### src/rtl/dmem_pkg.sv
// Shared types and helpers for the E-stage data-memory controller.
package dmem_pkg;

  typedef enum logic [1:0] {
    IDLE = 2'd0,
    REQ  = 2'd1,
    RESP = 2'd2,
    DONE = 2'd3
  } dmem_state_t;

  localparam logic [2:0] F3_B  = 3'b000;
  localparam logic [2:0] F3_H  = 3'b001;
  localparam logic [2:0] F3_W  = 3'b010;
  localparam logic [2:0] F3_BU = 3'b100;
  localparam logic [2:0] F3_HU = 3'b101;

  function automatic logic [3:0] store_be(input logic [2:0] f3, input logic [1:0] a);
    case (f3)
      F3_B:    store_be = 4'b0001 << a;
      F3_H:    store_be = 4'b0011 << {a[1], 1'b0};
      default: store_be = 4'b1111;
    endcase
  endfunction

  function automatic logic [31:0] store_lanes(input logic [2:0] f3, input logic [31:0] d);
    case (f3)
      F3_B:    store_lanes = {4{d[7:0]}};
      F3_H:    store_lanes = {2{d[15:0]}};
      default: store_lanes = d;
    endcase
  endfunction

  function automatic logic access_illegal(input logic we, input logic [2:0] f3,
                                          input logic [1:0] a);
    logic ill;
    if (we) ill = (f3 > F3_W);
    else    ill = (f3 == 3'b011) || (f3 == 3'b110) || (f3 == 3'b111);
    if ((f3 == F3_H || f3 == F3_HU) && a[0]) ill = 1'b1;
    if (f3 == F3_W && a != 2'b00) ill = 1'b1;
    return ill;
  endfunction

endpackage

### src/rtl/dmem_ctrl_load_align.sv
// Load lane select with sign/zero extension of the returned bus word.
module load_align
  import dmem_pkg::*;
(
  input  logic [31:0] word_i,
  input  logic [2:0]  funct3_i,
  input  logic [1:0]  addr_lo_i,
  output logic [31:0] data_o
);

  logic [7:0]  b;
  logic [15:0] h;

  always_comb begin
    case (addr_lo_i)
      2'd0:    b = word_i[7:0];
      2'd1:    b = word_i[15:8];
      2'd2:    b = word_i[23:16];
      default: b = word_i[31:24];
    endcase
    h = addr_lo_i[1] ? word_i[31:16] : word_i[15:0];
    case (funct3_i)
      F3_B:    data_o = {{24{b[7]}}, b};
      F3_H:    data_o = {{16{h[15]}}, h};
      F3_BU:   data_o = {24'd0, b};
      F3_HU:   data_o = {16'd0, h};
      default: data_o = word_i;
    endcase
  end

endmodule

### src/rtl/dmem_ctrl.sv
// E-stage data-memory controller: req/ready/rvalid handshake, pipeline stall,
// store lane replication and aligned, extended load return.
module dmem_ctrl
  import dmem_pkg::*;
#(
  parameter int unsigned AW      = 32,
  parameter int unsigned DW      = 32,
  parameter int unsigned TIMEOUT = 255
) (
  input  logic          clk,
  input  logic          reset,
  input  logic          cs_E,
  input  logic          wr_E,
  input  logic [2:0]    funct3_E,
  input  logic [AW-1:0] addr_E,
  input  logic [DW-1:0] wdata_E,
  output logic          mem_req,
  output logic          mem_we,
  output logic [AW-1:0] mem_addr,
  output logic [DW-1:0] mem_wdata,
  output logic [3:0]    mem_be,
  input  logic          mem_ready,
  input  logic          mem_rvalid,
  input  logic [DW-1:0] mem_rdata,
  output logic          stall,
  output logic [DW-1:0] rdata,
  output logic          misalign,
  output logic          timeout
);

  localparam int unsigned CW = $clog2(TIMEOUT + 1);

  dmem_state_t   state_q, state_d;
  logic [CW-1:0] cnt_q, cnt_d;
  logic          we_q, we_d;
  logic [2:0]    f3_q, f3_d;
  logic [1:0]    alo_q, alo_d;
  logic          req_q, req_d, mwe_q, mwe_d;
  logic [AW-1:0] maddr_q, maddr_d;
  logic [DW-1:0] mwdata_q, mwdata_d, rdata_q, rdata_d;
  logic [3:0]    be_q, be_d;
  logic          mis_q, mis_d, to_q, to_d;
  logic          illegal, expired;
  logic [31:0]   load_word;

  assign illegal = access_illegal(wr_E, funct3_E, addr_E[1:0]);
  // >= rather than == so a load entering RESP on the last REQ cycle still aborts
  assign expired = (cnt_q >= CW'(TIMEOUT - 1));

  load_align u_align (
    .word_i    (mem_rdata),
    .funct3_i  (f3_q),
    .addr_lo_i (alo_q),
    .data_o    (load_word)
  );

  always_ff @(posedge clk) begin
    if (reset) begin
      state_q  <= IDLE;
      cnt_q    <= '0;
      we_q     <= 1'b0;
      f3_q     <= '0;
      alo_q    <= '0;
      req_q    <= 1'b0;
      mwe_q    <= 1'b0;
      maddr_q  <= '0;
      mwdata_q <= '0;
      be_q     <= '0;
      rdata_q  <= '0;
      mis_q    <= 1'b0;
      to_q     <= 1'b0;
    end else begin
      state_q  <= state_d;
      cnt_q    <= cnt_d;
      we_q     <= we_d;
      f3_q     <= f3_d;
      alo_q    <= alo_d;
      req_q    <= req_d;
      mwe_q    <= mwe_d;
      maddr_q  <= maddr_d;
      mwdata_q <= mwdata_d;
      be_q     <= be_d;
      rdata_q  <= rdata_d;
      mis_q    <= mis_d;
      to_q     <= to_d;
    end
  end

  always_comb begin
    state_d = state_q;
    unique case (state_q)
      IDLE: if (!cs_E) state_d = illegal ? DONE : REQ;
      REQ: begin
        if (mem_ready)    state_d = (we_q || mem_rvalid) ? DONE : RESP;
        else if (expired) state_d = DONE;
      end
      RESP: if (mem_rvalid || expired) state_d = DONE;
      DONE: state_d = IDLE;
    endcase
  end

  always_comb begin
    stall    = 1'b0;
    cnt_d    = cnt_q;
    we_d     = we_q;
    f3_d     = f3_q;
    alo_d    = alo_q;
    req_d    = req_q;
    mwe_d    = mwe_q;
    maddr_d  = maddr_q;
    mwdata_d = mwdata_q;
    be_d     = be_q;
    rdata_d  = rdata_q;
    mis_d    = 1'b0;
    to_d     = 1'b0;
    unique case (state_q)
      IDLE: begin
        if (!cs_E) begin
          stall = 1'b1;
          we_d  = wr_E;
          f3_d  = funct3_E;
          alo_d = addr_E[1:0];
          if (illegal) begin
            mis_d   = 1'b1;
            rdata_d = '0;
          end else begin
            cnt_d    = '0;
            req_d    = 1'b1;
            mwe_d    = wr_E;
            maddr_d  = {addr_E[AW-1:2], 2'b00};
            mwdata_d = wr_E ? store_lanes(funct3_E, wdata_E) : '0;
            be_d     = wr_E ? store_be(funct3_E, addr_E[1:0]) : 4'b1111;
          end
        end
      end
      REQ: begin
        stall = 1'b1;
        cnt_d = cnt_q + CW'(1);
        if (mem_ready) begin
          req_d = 1'b0;
          if (!we_q && mem_rvalid) rdata_d = load_word;
        end else if (expired) begin
          req_d   = 1'b0;
          rdata_d = '0;
          to_d    = 1'b1;
        end
      end
      RESP: begin
        stall = 1'b1;
        cnt_d = cnt_q + CW'(1);
        if (mem_rvalid) begin
          rdata_d = load_word;
        end else if (expired) begin
          rdata_d = '0;
          to_d    = 1'b1;
        end
      end
      DONE: ;
    endcase
  end

  assign mem_req   = req_q;
  assign mem_we    = mwe_q;
  assign mem_addr  = maddr_q;
  assign mem_wdata = mwdata_q;
  assign mem_be    = be_q;
  assign rdata     = rdata_q;
  assign misalign  = mis_q;
  assign timeout   = to_q;

endmodule

### config.mk
export PLATFORM = sky130hd
export DESIGN_NAME = dmem_ctrl
export DESIGN_NICKNAME = d
export VERILOG_FILES = /design/src/rtl/dmem_pkg.sv /design/src/rtl/dmem_ctrl_load_align.sv /design/src/rtl/dmem_ctrl.sv
export SDC_FILE = /design/constraint.sdc
export NUM_CORES = 1
export LEC_CHECK = 0
export ABC_AREA = 0
export CORE_MARGIN = 2
export CORE_UTILIZATION = 45
export CTS_BUF_LIST = sky130_fd_sc_hd__clkbuf_16
export CTS_CLUSTER_DIAMETER = 120
export CTS_CLUSTER_SIZE = 24
export DETAILED_ROUTE_END_ITERATION = 8
export PLACE_DENSITY = 0.89
export RECOVER_POWER = 100
export SYNTH_ARGS = -nofsm -noshare
export SYNTH_HDL_FRONTEND = slang
export SYNTH_SLANG_ARGS = --single-unit
### constraint.sdc
create_clock -name clk -period 2.21 [get_ports clk]
set_input_delay 0.221 -clock clk [delete_from_list [all_inputs] [get_ports clk]]
set_output_delay 0.221 -clock clk [all_outputs]
set_load 0.01 [all_outputs]
# Yosys cells after proc, flatten, opt, wreduce, memory -nomap -nowiden

Index checks and enable logic that the tools add are counted.

Output and inout port bits: 105
Bits in registers: 118
Bits of input ports: 105
Word-level logic and storage cells: 105

Muxes and demuxes: 39
Magnitude comparators: 2
$add $sub $neg: 1
Bitwise logic cells: 3
Reductions and logical operators: 25
Shift-type cells: 2
Eq/ne operators: 20

Operators by type and width:

| operator                                                  | number |
|---|---|
| two-way mux 32 bit                                        | 7 |
| case mux 32 bit (4 select lines)                          | 1 |
| case mux 32 bit (3 select lines)                          | 1 |
| case mux 32 bit (2 select lines)                          | 1 |
| case mux 8 bit (3 select lines)                           | 1 |
| two-way mux 16 bit                                        | 1 |
| two-way mux 8 bit                                         | 2 |
| case mux 8 bit (2 select lines)                           | 1 |
| == test 3 bit (second input constant)                     | 5 |
| two-way mux 1 bit                                         | 13 |
| two-way mux 2 bit                                         | 5 |
| AND reduction 3 bit                                       | 3 |
| adder 8 x 1 -> 8 bit (second input constant)              | 1 |
| greater-or-equal comparator 8 bit (second input constant) | 1 |
| inequality test 2 bit (second input constant)             | 4 |
| case mux 2 bit (4 select lines)                           | 1 |
| case mux 4 bit (2 select lines)                           | 1 |
| AND reduction 4 bit                                       | 2 |
| == test 2 bit (second input constant)                     | 3 |
| == test 3 x 1 -> 1 bit (second input constant)            | 2 |
| == test 3 x 2 -> 1 bit (second input constant)            | 2 |
| logical NOT 3 bit                                         | 2 |
| inequality test 3 bit (second input constant)             | 2 |
| case mux 1 bit (2 select lines)                           | 3 |
| other kinds (15)                                          | 27 |

# Logic depth before layout (Yosys ltp)

Word-level depth: 9
Gate-level depth with buffers: 9
Gate-level depth less buffers: 6

# Cells and area by module

From an unflattened synthesis, not the netlist that was laid out.

Cells, all modules: 684
Area, all modules: 5830.6 sq um

Modules (own cells, without submodules):

| module     | cells each | area an instance (sq um) | instances | sequential area each (sq um) |
|---|---|---|---|---|
| dmem_ctrl  | 553        | 5107.4                   | 1         | 2362.3 |
| load_align | 131        | 723.2                    | 1         | 0.0 |

# Worst setup path before layout

OpenSTA, ideal clock, no wires.

Path type: reg2reg
From: register state_q[1]
To: register cnt_q[7]
Setup time: 72 ps
Slack: 271 ps
Arrival time: 1867 ps
Data required time: 2138 ps
Stages on the path, launching flop included: 9
Path buffers: 2
Clock period less this slack: 1939 ps
Cells stage by stage: dfxtp_1 > inv_1 > ha_1 > nor2b_1 > clkbuf_2 > o211ai_1 > buf_2 > or3b_2 > mux2i_1

Cells in the longest elaborated chain, start to end: 4
Elaborated cells on any way between the ends: 9
Those cells by class: 4 x eq/ne; 1 x mux; 4 x reduce/logical

RTL lines:

| item                                                           | RTL line         | RTL |
|---|---|---|
| start, declared                                                | dmem_ctrl.sv:33  | `dmem_state_t state_q, state_d;` |
| start signal, assigned                                         | dmem_ctrl.sv:73  | `state_q <= state_d;` |
| == test 2 bit / == test 2 x 1 -> 1 bit (equally long branches) | dmem_ctrl.sv:116 | `unique case (state_q)` |
| OR reduction 2 bit (no line)                                   | n/a              |  |
| nonzero test 2 bit (no line)                                   | n/a              |  |
| AND reduction 3 bit (no line)                                  | n/a              |  |
| end signal, assigned                                           | dmem_ctrl.sv:74  | `cnt_q <= cnt_d;` |
| end, declared                                                  | dmem_ctrl.sv:34  | `logic [CW-1:0] cnt_q, cnt_d;` |

Parallel ways exist; a longest one is shown, timed or not.
A chain may end at the register's enable or synchronous reset.

# Final worst setup path

From: register state_q[0]
To: register rdata_q[13], in the netlist rdata[13]

Cells in the longest elaborated chain, start to end: 3
Elaborated cells on any way between the ends: 9
Those cells by class: 5 x eq/ne; 1 x mux; 3 x reduce/logical

RTL lines:

| item                                                          | RTL line         | RTL |
|---|---|---|
| == test 2 x 1 -> 1 bit, or another cell as far along          | dmem_ctrl.sv:116 |  |
| inequality test 3 bit (no line), or another cell as far along | n/a              |  |
| AND reduction 4 bit (no line)                                 | n/a              |  |
| end signal, assigned                                          | dmem_ctrl.sv:83  | `rdata_q <= rdata_d;` |
| end, declared                                                 | dmem_ctrl.sv:40  | `logic [DW-1:0] mwdata_q, mwdata_d, rdata_q, rdata_d;` |

Parallel ways exist; a longest one is shown, timed or not.

==> results_dict.tcl <==
set metrics [dict create \
    synth_top_cell_area_share_pct 41.5 \
    status "complete, no violations" \
    cp.arrival_ps 2400 \
    ys.flop_type "dfxtp_1" \
    final.period_utilization_pct 95.5 \
    wl_per_cell_um 16.4 \
    numCtsBuffers 17 \
    cp_slowest_cell "ha_2" \
    cts_tree "done" \
    clockBufferDepth 2 \
    end_kind "register" \
    wl_met2_um 8190 \
    io_buffer_count 207 \
    num_antenna_cells 0 \
    root_buffer "clkbuf_16" \
    die_w_um 116 \
    synth_cells 613 \
    met3WireLength_um 1260 \
    startpoint_type "register" \
    worstPathRequired_ps 2500 \
    synthArstFlopShare_pct 0 \
    routed.top_layer "met4" \
    clock-sinks 118 \
    worst_slew_pin_slew_ps 815 \
    crit_family "compound AO/OA/AOI/OAI gates" \
    firstDrtPassIters 5 \
    synth_seq_area_share_pct 41.5 \
    final-hold-violation-count 0 \
    power.internal_mw 4.76 \
    clock-skew-final_ps 10.6 \
    drt_iter0_drc 388 \
    fin_cells 1018 \
    holdBufCountCts 0 \
    grt.overflow.total 0 \
    fillers 959 \
    cp_max_fo 7 \
    synth.area.top_cells "dfxtp_1 42%, mux2i_1 7.0%, nand2_1 6.0%" \
    grt_pass1_wl_um 26500 \
    clk_pin_slew_ps 60 \
    grt_max_degree 53 \
    cp_cell_sequence "inv_1 > ha_2 > nor2b_2 > o2111a_1 > nand2_1 > buf_4 > o32ai_1" \
    ir_drop_mv 0.484 \
    cts_max_level 4 \
    dieArea_um2 13600 \
    p_per_area_nw_per_um2 829 \
    ios 210 \
    fp-row-count 41 \
    cp.buffers_inverters 2 \
    fin_nets 945 \
    leakage_nw 3.34 \
    clock.fmax_ghz 0.474 \
    slew_viol_final 0 \
    p_sw_mw 2.27 \
    die_h_um 116 \
    route.detailed.drc 0 \
    antenna_left 0 \
    dpl.hpwl_um 11900 \
    core_area_um2 12500 \
    cpPeakStageDelay_ps 410 \
    yosysWarnings 0 \
    area_growth_pct 49.1 \
    ys_ff_latch 118 \
    gp_congestion 0.820 \
    post_synth_num_cell_types 59 \
    critPathKind "reg2reg" \
    fin_crit_ps 2110 \
    track_usage_pct 24.7 \
    dp_cells 986 \
    synth.avg_cell_area_um2 9.28 \
    comb_power_share_pct 31.2 \
    insertion_delay_ps 410 \
    start_util_pct 45.6 \
    hold_class "in2reg" \
    netlist_area_um2 5690 \
    grt_pass1_vias 5306 \
    final_util_pct 68.0 \
    rsz0062_at_grt "no" \
    swShare_pct 32.3 \
    synth_edf_count 0 \
    clkPwrFrac_pct 34.0 \
    vias 5376 \
    yosysTopAreaCell "dfxtp_1" \
    post_cts_buffers 0 \
    power_frac_seq_pct 34.8 \
    drt-met1-wl_um 6840 \
    antenna_found_initial 0 \
    vias_per_cell 5.28 \
    drive_gt1_share_pct 11.8 \
    maxSlewHeadroom_pct 45.6 \
    setup_viol 0 \
    drt-total-wl_um 16700 \
    cap_violations 0 \
]
per-stage QoR:
stage / worst slack, ps / hold slack [ps] / total power [mW] / setup TNS [ps] / area (um2)
3_3_place_gp: -117 / 441 / 4.73 / -2400 / 8110
4_1_cts: 101 / 211 / 7.18 / 0 / 8630
6_report: 98.9 / 221 / 7.03 / 0 / 8480
3_5_place_dp: -150 / 446 / 4.78 / -5020 / 8110
2_1_floorplan: 271 / 354 / 3.78 / 0 / 5690
5_1_grt: 1.57 / 249 / 7.39 / 0 / 8480
timing repair:
item                       4_1_cts  5_1_grt
gates cloned                     0        0
pin swaps                        0        0
gates resized for setup          3        2
setup endpoints to repair       10       30
per-layer routing:
| layer | vias to the layer above | GRT usage, % |
|---|---|---|
| met4 | 0 | 10.2 |
| met2 | 213 | 40.1 |
| met3 | 35 | 7.42 |
| met5 | - | 0 |
| li1 | 2644 | - |
| met1 | 2484 | 30.7 |
cell usage after synthesis, types with 2 or more instances:
master	instances
or3_1	2
ha_1	7
buf_6	7
nand3b_1	6
nor2_2	2
nand4_1	3
dfxtp_1	118
nand2_1	91
a211oi_1	6
buf_2	6
o32ai_1	31
nand3_1	4
nor4_1	2
o2bb2ai_2	20
clkbuf_1	23
nor2_1	16
o211ai_1	4
nor3_2	2
or3b_2	5
nor2b_1	31
o22ai_1	2
a21o_1	3
a211o_1	2
a22o_1	9
a21oi_1	47
inv_1	30
nand2b_1	16
mux2i_1	40
mux2_2	8
o2bb2ai_1	4
a2bb2oi_1	6
o21ai_0	25
o31ai_1	2
buf_4	8
sequential cells by signal, indices dropped and copies added (netlist names):
| register | count |
|---|---|
| alo_q | 2 |
| cnt_q | 8 |
| f3_q | 3 |
| mem_addr | 30 |
| mem_be | 4 |
| mem_req | 1 |
| mem_wdata | 32 |
| mem_we | 1 |
| misalign | 1 |
| rdata | 32 |
| state_q | 2 |
| timeout | 1 |
| we_q | 1 |
final cells by class:
cell class / instances / area [um2] / share of cell area, %
well taps: 172 / 215 / 2.54
repair buffers: 246 / 2400 / 28.3
multi-input cells: 419 / 2870 / 33.9
inverters: 31 / 116 / 1.37
clock inverters: 15 / 91.3 / 1.08
flip-flops and latches: 118 / 2360 / 27.9
clock buffers: 17 / 425 / 5.02
final timing paths:
kind         slack, ps                       end                      from  cells after the start
min                220        timeout$_SDFF_PP0_                     reset                      4
min reg2reg        450  mem_addr[7]$_SDFFE_PP0P_  mem_addr[7]$_SDFFE_PP0P_                      2
max reg2reg        100    rdata[13]$_SDFFE_PP0P_   state_q[0]$_SDFFE_PP0P_                      7
max                100    rdata[13]$_SDFFE_PP0P_   state_q[0]$_SDFFE_PP0P_                      7
cells in the final DEF (no fill, tap or decap), drive strengths merged, types with 3 or more instances in the layout:
| cell | synthesis | final |
|---|---|---|
| mux2 | 8 | 8 |
| nand4 | 3 | 3 |
| nor3 | 3 | 3 |
| nor2 | 18 | 18 |
| nand3 | 4 | 4 |
| or3b | 6 | 6 |
| a21o | 3 | 3 |
| a2bb2oi | 6 | 6 |
| clkinv | 1 | 9 |
| dlygate4sd3 | 0 | 103 |
| nand3b | 6 | 6 |
| clkinvlp | 0 | 5 |
| nand2b | 16 | 16 |
| o32ai | 32 | 32 |
| mux2i | 40 | 40 |
| a21oi | 48 | 48 |
| o211ai | 4 | 4 |
| clkbuf | 24 | 23 |
| nand2 | 91 | 91 |
| a211oi | 7 | 7 |
| a22o | 9 | 9 |
| o2bb2ai | 24 | 24 |
| ha | 7 | 7 |
| clkdlybuf4s50 | 0 | 102 |
| nor4 | 3 | 3 |
| nor2b | 31 | 31 |
| buf | 22 | 34 |
| inv | 30 | 32 |
| o21ai | 25 | 25 |
| dfxtp | 118 | 118 |
power by group through the flow:
stage	combinational [mW]	clock [mW]	sequential [mW]
2_1_floorplan	1.24	0	2.55
3_3_place_gp	2.24	0	2.49
3_5_place_dp	2.28	0	2.50
4_1_cts	2.30	2.42	2.46
5_1_grt	2.38	2.54	2.47
6_report	2.19	2.39	2.45
tightest hold or removal path, stage by stage:
cell     delay (ps)
buf_2           160
nor2b_2          70
o21ai_0          70
nor3_1           50
cell families (layout without fill, tap and decap cells):
kind of cell,after synthesis,in the layout,share of synthesized area (%)
adder cells (fa/ha/maj),7,7,1.54
multiplexers,49,49,9.01
AO/OA/AOI/OAI,174,174,24.6
flip-flops,118,118,41.5
other,1,2,0.0659
buffers and inverters,77,309,6.68
AND/OR/NAND/NOR,187,187,16.5
(Power assumes the default switching activity.)
